<file path="src/rtl/rr_arbiter_8_pkg.sv">
// Shared definitions for the round-robin arbiters: FSM state encoding,
// requester count and the index/vector types derived from it.
package rr_arbiter_8_pkg;

    localparam int NUM_REQ = 8;
    localparam int IDX_W   = $clog2(NUM_REQ);

    typedef enum logic {
        ARB_IDLE  = 1'b0,
        ARB_GRANT = 1'b1
    } arb_state_e;

    typedef logic [IDX_W-1:0]   req_idx_t;
    typedef logic [NUM_REQ-1:0] req_vec_t;

endpackage

</file>
<file path="src/rtl/rr_arbiter_8_decoder.sv">
// 3-to-8 one-hot decoder; every resource select in the datapath uses this
// encoding so grant vectors and mux selects always agree.
module decoder_3to8
    import rr_arbiter_8_pkg::*;
(
    input  logic [2:0] idx,
    output logic [7:0] onehot
);

    // Drive exactly one bit high for the given index.
    always_comb begin
        // NOTE: assign a default before the selective write so no latch is inferred.
        onehot      = '0;
        onehot[idx] = 1'b1;
    end

endmodule

</file>
<file path="src/rtl/rr_arbiter_8.sv">
// Eight-way round-robin arbiter. One owner at a time; the grant is held until
// the owner signals done, drops its request, or MAX_HOLD cycles elapse. After
// every release the search pointer moves past the last owner.
module rr_arbiter_8
    import rr_arbiter_8_pkg::*;
#(
    parameter int MAX_HOLD = 16   // 0 disables the forced revoke
) (
    input  logic       clk,
    input  logic       rst_n,
    input  logic [7:0] req,
    input  logic       done,
    output logic [7:0] gnt,
    output logic [2:0] gnt_idx,
    output logic       gnt_valid,
    output logic       timeout
);

    localparam int HOLD_W = (MAX_HOLD > 0) ? $clog2(MAX_HOLD + 1) : 1;
    localparam logic [HOLD_W-1:0] HOLD_LAST =
        (MAX_HOLD > 0) ? HOLD_W'(MAX_HOLD - 1) : '0;

    arb_state_e        state;
    arb_state_e        state_next;
    req_idx_t          ptr;
    req_idx_t          pick_idx;
    logic [HOLD_W-1:0] hold_cnt;
    logic              owner_release;
    logic              hold_expired;
    logic              grant_exit;
    req_vec_t          idx_onehot;

    // First set request scanning ptr, ptr+1, ... ptr+7 (mod 8).
    function automatic req_idx_t rr_pick(input req_vec_t r, input req_idx_t p);
        req_idx_t cand;
        req_idx_t sel;
        logic     found;
        sel   = '0;
        found = 1'b0;
        for (int i = 0; i < NUM_REQ; i++) begin
            cand = p + req_idx_t'(i);
            if (!found && r[cand]) begin
                sel   = cand;
                found = 1'b1;
            end
        end
        return sel;
    endfunction

    assign pick_idx      = rr_pick(req, ptr);
    // A normal release (done or owner gone) takes precedence over the timeout.
    assign owner_release = done | ~req[gnt_idx];
    assign hold_expired  = (MAX_HOLD != 0) && (hold_cnt == HOLD_LAST);
    assign grant_exit    = (state == ARB_GRANT) && (owner_release || hold_expired);

    // State register.
    always_ff @(posedge clk or negedge rst_n) begin
        if (!rst_n) begin
            // NOTE: sequential state uses non-blocking assignments so all flops update together.
            state <= ARB_IDLE;
        end else begin
            state <= state_next;
        end
    end

    // Next-state logic: grant on any request, leave GRANT on the first exit event.
    always_comb begin
        state_next = state;
        case (state)
            ARB_IDLE:  if (req != '0) state_next = ARB_GRANT;
            ARB_GRANT: if (grant_exit) state_next = ARB_IDLE;
            default:   state_next = ARB_IDLE;
        endcase
    end

    // Owner index, priority pointer, hold counter and timeout pulse.
    always_ff @(posedge clk or negedge rst_n) begin
        if (!rst_n) begin
            gnt_idx  <= '0;
            ptr      <= '0;
            hold_cnt <= '0;
            timeout  <= 1'b0;
        end else begin
            timeout <= 1'b0;
            if (state == ARB_IDLE) begin
                if (req != '0) begin
                    gnt_idx  <= pick_idx;
                    hold_cnt <= '0;
                end
            end else if (grant_exit) begin
                ptr     <= gnt_idx + 3'd1;
                timeout <= hold_expired & ~owner_release;
            end else begin
                hold_cnt <= hold_cnt + 1'b1;
            end
        end
    end

    decoder_3to8 u_decoder (
        .idx    (gnt_idx),
        .onehot (idx_onehot)
    );

    // Outputs decoded from registers only.
    always_comb begin
        gnt_valid = (state == ARB_GRANT);
        gnt       = idx_onehot & {NUM_REQ{gnt_valid}};
    end

endmodule

</file>
<file path="config.mk">
export PLATFORM = sky130hd
export DESIGN_NAME = rr_arbiter_8
export DESIGN_NICKNAME = d
export VERILOG_FILES = /design/src/rtl/rr_arbiter_8_pkg.sv /design/src/rtl/rr_arbiter_8_decoder.sv /design/src/rtl/rr_arbiter_8.sv
export SDC_FILE = /design/constraint.sdc
export NUM_CORES = 1
export LEC_CHECK = 0
export CAP_MARGIN = 25
export CORE_AREA = 2 2 56 64
export DETAILED_ROUTE_END_ITERATION = 10
export DIE_AREA = 0 0 58 66
export GPL_TIMING_DRIVEN = 1
export PLACE_DENSITY = 0.78
export SLEW_MARGIN = 40
export SYNTH_ARGS = -nofsm -noshare
export SYNTH_HDL_FRONTEND = slang
export SYNTH_HIERARCHICAL = 1
export SYNTH_SLANG_ARGS = --single-unit
export TNS_END_PERCENT = 5
</file>
<file path="constraint.sdc">
create_clock -name clk -period 3.25 [get_ports clk]
set_clock_uncertainty 0.05 [all_clocks]
set_input_delay 0.4875 -clock clk [delete_from_list [all_inputs] [get_ports clk]]
set_output_delay 0.4875 -clock clk [all_outputs]
set_load 0.02 [all_outputs]
</file>
**Yosys cells after proc, flatten, opt, wreduce, memory -nomap -nowiden**

Cells that the tools add are included.

- Logic and storage cells: 97
- Output and inout bits: 13
- RAM bits: 0
- Input port bits: 11
- Bits in read-only memories: 0
- Register bits after elaboration: 13
- Memories: 0
- Bits in latches: 0

- Multiply operators: 0
- Reductions and logical operators: 22
- Magnitude comparators: 10
- Equality and inequality tests: 2
- Mux-type cells: 43
- Bitwise logic cells: 6
- Shift operators: 0
- Div/mod/pow operators: 0
- Add/subtract/negate cells: 9

Operators by type and width:

| operator | count |
|---|---|
| $lt A3 B4 Y1 const B | 9 |
| $bmux W1 S3 | 9 |
| $mux W3 | 8 |
| $mux W1 | 21 |
| $mux W5 | 3 |
| $add A3 B3 Y3 const B | 4 |
| $logic_and A1 B1 Y1 | 9 |
| $and A8 B8 Y8 | 1 |
| $reduce_bool A8 Y1 | 1 |
| $logic_not A1 Y1 | 7 |
| $add A3 B1 Y3 const B | 2 |
| $add A3 B2 Y3 const B | 2 |
| $reduce_and A2 Y1 | 3 |
| $add A5 B1 Y5 const B | 1 |
| $eq A5 B4 Y1 const B | 1 |
| $demux W1 S3 | 1 |
| $ge A3 B1 Y1 const B | 1 |
| $not A1 Y1 | 3 |
| $ne A2 B2 Y1 const B | 1 |
| $pmux W1 S2 | 1 |
| $reduce_bool A2 Y1 | 1 |
| $and A1 B1 Y1 | 1 |
| $logic_or A1 B1 Y1 | 1 |
| $or A1 B1 Y1 | 1 |

**Logic depth before layout (Yosys ltp)**

- Depth after elaboration: 24
- Depth in mapped cells: 13
- Mapped depth without buffers: 9

**Hierarchy**

Netlist, hierarchy kept.

By module, submodules not included:

| module | seq. area each (um2) | cells each | area an instance (um2) | times used |
|---|---|---|---|---|
| rr_arbiter_8 | 325.3 | 167 | 1627.8 | 1 |
| decoder_3to8 | 0.0 | 8 | 65.1 | 1 |

**Worst setup path before layout**

No wires, ideal clock.

- Path kind: register to register
- Start point: register ptr[0]
- End point: register gnt_idx[2]
- Setup slack: 0.349 ns
- Arrival: 2.726 ns
- Library setup time: 0.124 ns
- Buffers on the path: 4
- Data required time: 3.076 ns
- Stages on the path, launching flop included: 14
- Clock period less this slack: 2.901 ns
- Cell sequence: dfrtp_1 buf_6 buf_2 inv_1 ha_1 buf_6 buf_6 mux2i_1 mux4_2 a22o_1 and2_4 and4b_1 nor3_1 a21oi_1

- Longest elaborated chain between the ends: 24
- Elaborated cells between the ends (all ways): 52
- Classes of those cells: add/sub (7); mux (31); reduce/logical (14)

Ends and longest elaborated chain:

| item | RTL line | RTL |
|---|---|---|
| start, declared | rr_arbiter_8.sv:25 | `req_idx_t ptr;` |
| start signal, assigned | rr_arbiter_8.sv:91 | `ptr <= gnt_idx + 3'd1;` |
| parallel branches: the longest is 23 deep, another holds $add A3 B1 Y3 | - |  |
| $mux W3 (*) | rr_arbiter_8.sv:42 | `if (!found && r[cand]) begin` |
| end signal, assigned | rr_arbiter_8.sv:87 | `gnt_idx <= pick_idx;` |
| end, declared | rr_arbiter_8.sv:14 | `output logic [2:0] gnt_idx,` |

Every way passes the cells marked *. The select of a mux whose other input is x is not followed.
A chain may end at the register's enable or synchronous reset.

**Worst setup path after layout**

- Start point: register ptr[1]
- End point: register gnt_idx[1]

The elaborated chain is that of the path after synthesis.

==> reports/qor.yml <==
crit_path_start_kind: "register"
path_clk_slew_ps: 80
syn-num-nets: 191
p_seq_frac: 0.149
cellLeakagePower_uw: 0.000793
yosysTopAreaCellShare: 0.200
port_buffers: 23
final_core_util: 0.623
grt_max_degree: 19
hp-start: "hold_cnt[2]$_DFFE_PN0P_"
diodes: 0
p_clk_frac: 0.043
ys_ff_latch: 13
dr.pass1.iters: 4
ir_drop_mv: 0.813
cp.arrival_ps: 3100
hold_violations: 0
start_util: 0.530
powerDensity_mw_per_mm2: 1160
cts_max_level: 1
cts_made_buffers: 3
cp-end-kind: "register"
drive_above_1_share: 0.219
ios: 24
drc: 0
fin_tns_setup_ps: 0
synth_cell_type_count: 48
core-area_mm2: 0.00319
p_int_uw: 1160
drtIter0Drc: 113
clock_tree.buffer_depth: 2
root_buffer: "clkbuf_4"
die_w_um: 58
vias: 1519
critPathKind: "reg2reg"
yosysSeqAreaShare: 0.192
tightest_slew_ps: 566
cp.required_ps: 3370
dieHeight_um: 66
switching_share: 0.495
finalNetCount: 218
fin_crit_ps: 2980
cap_violations: 0
cts.sinks: 13
ant_nets: 0
layout_commonest_cell: "clkdlybuf4s50_1"
antenna_found_initial: 0
r2r_start: "ptr[1]$_DFFE_PN0P_"
post_cts_buffers: 0
p_comb_frac: 0.808
hpwl_mm: 3.31
insertion_delay_ps: 270
holdPathEnd: "hold_cnt[2]$_DFFE_PN0P_"
yosys-top-cells-area: "mux4_2 20%, dfrtp_1 19%, mux2i_1 5.3%, nand2_1 4.4%, ha_1 3.7%"
max_freq_mhz: 336
synthFlopType: "dfrtp_1"
grt_pass1_wl_mm: 7.56
synth_edf_count: 0
avgSynthCellArea_um2: 9.67
rrSetupSlack_ps: 270
wl_per_cell_um: 18.5
slew_viol_final: 0
rows: 22
rsz0062_at_grt: "false"
timing.final.crit_share: 0.917
hold_depth: 1
synth_area_leader_cell: "mux4_2"
status: "finished, final reports clean"
gp_congestion: 0.932
detail_route.vias_per_cell: 6.41
synthArstFlopShare: 1.00
layout_common_cells: "23 x clkdlybuf4s50_1, 20 x nand2_1, 15 x mux4_2, 13 x dfrtp_1, 10 x a21oi_1"
die_area_mm2: 0.00383
min_path_type: "reg2reg"
syn_area_mm2: 0.00169
reg2regPathDepth: 9
grt_use_total: 0.253
areaGrowthSynthToFinish_pct: 17.5
syn_inst: 175
rr_endpoint: "gnt_idx[1]$_DFFE_PN0P_"
grt_pass1_vias: 1601
relSlewSlack: 0.622
grt-ovfl-total: 0
setup_viol: 0
worstPathMaxFanout: 12
tritoncts: "yes"
drt-total-wl_mm: 4.39
p_switching_uw: 1140
ys_warn_count: 6
==> stage by stage <==
stage | instance area [um2] | setup slack, ps | hold WS [ps] | instances | power, uW
2_1_floorplan | 1690 | 349 | 142 | 175 | 1750
3_3_place_gp | 1960 | 323 | 453 | 233 | 2100
3_5_place_dp | 1960 | 204 | 474 | 233 | 2170
4_1_cts | 1990 | 165 | 481 | 237 | 2280
5_1_grt | 1990 | 44.8 | 532 | 237 | 2490
6_report | 1990 | 270 | 487 | 237 | 2300
==> state kept, by name, summed over array words and instances (netlist names) <==
register	flops
gnt_valid	1
ptr	3
hold_cnt	5
gnt_idx	3
timeout	1
==> power by group through the flow <==
stage	sequential, uW	combinational [uW]	clock, uW
6_report	343	1860	98.4
5_1_grt	363	2020	110
4_1_cts	342	1840	101
3_5_place_dp	346	1830	0
3_3_place_gp	336	1760	0
2_1_floorplan	329	1420	0
==> logic make-up (layout without fill, tap and decap cells) <==
family | Yosys count | in the layout | share of synthesized area
AND/OR/NAND/NOR | 71 | 71 | 0.253
XOR/XNOR | 4 | 4 | 0.0207
flip-flops | 13 | 13 | 0.192
buffers and inverters | 14 | 40 | 0.0466
adder cells (fa/ha/maj) | 5 | 5 | 0.0370
AO/OA/AOI/OAI | 35 | 35 | 0.136
multiplexers | 33 | 33 | 0.315
==> worst max path at each step <==
| stage | to | slack [ps] | cells past startpoint | from |
|---|---|---|---|---|
| floorplan | gnt_idx[2]$_DFFE_PN0P_ | 350 | 13 | ptr[0]$_DFFE_PN0P_ |
| global placement | gnt_idx[0]$_DFFE_PN0P_ | 320 | 9 | ptr[1]$_DFFE_PN0P_ |
| detailed placement | gnt_idx[1]$_DFFE_PN0P_ | 200 | 9 | ptr[1]$_DFFE_PN0P_ |
| CTS | gnt_idx[1]$_DFFE_PN0P_ | 160 | 9 | ptr[1]$_DFFE_PN0P_ |
| global route | gnt_idx[1]$_DFFE_PN0P_ | 40 | 9 | ptr[1]$_DFFE_PN0P_ |
| finish | gnt_idx[1]$_DFFE_PN0P_ | 270 | 9 | ptr[1]$_DFFE_PN0P_ |
==> what timing repair did <==
action | in CTS | in global routing
hold buffers | 0 | 0
resized for setup | 0 | 1
setup endpoints to repair | 0 | 1
==> area by class of cell <==
type | instances | area (um2)
fillers | 286 | 1200
repair buffers | 29 | 275
well taps | 36 | 45.0
clock buffers | 4 | 26.3
flip-flops and latches | 13 | 325
multi-input cells | 148 | 1290
inverters | 7 | 26.3
==> critical path: stages, from the launching register on <==
cell      delay [ps]
dfrtp_1          360
clkinv_1         180
ha_2             580
mux2_1           350
mux4_2           560
nor2_4           180
nand4_4          130
nor2_4           160
nor4_1            70
a311oi_1         250
==> Yosys cell counts, types with 4 or more instances <==
master and n:
nor2_1 8, mux2i_1 9, ha_1 5, dfrtp_1 13, and2_1 9, nor3_1 4
o21ai_0 9, nand2_1 20, inv_1 6, nand2b_1 4, xor2_1 4, mux2_2 5
a21oi_1 10, mux4_2 15
==> layer usage <==
layer | GRT usage | vias up | routed length (um)
met4 | 0.102 | 0 | 120
met5 | 0 | - | 0
met3 | 0.0372 | 12 | 155
li1 | - | 718 | -
met1 | 0.311 | 738 | 1820
met2 | 0.439 | 51 | 2300
Note: power is estimated with default switching activity, not from simulation.
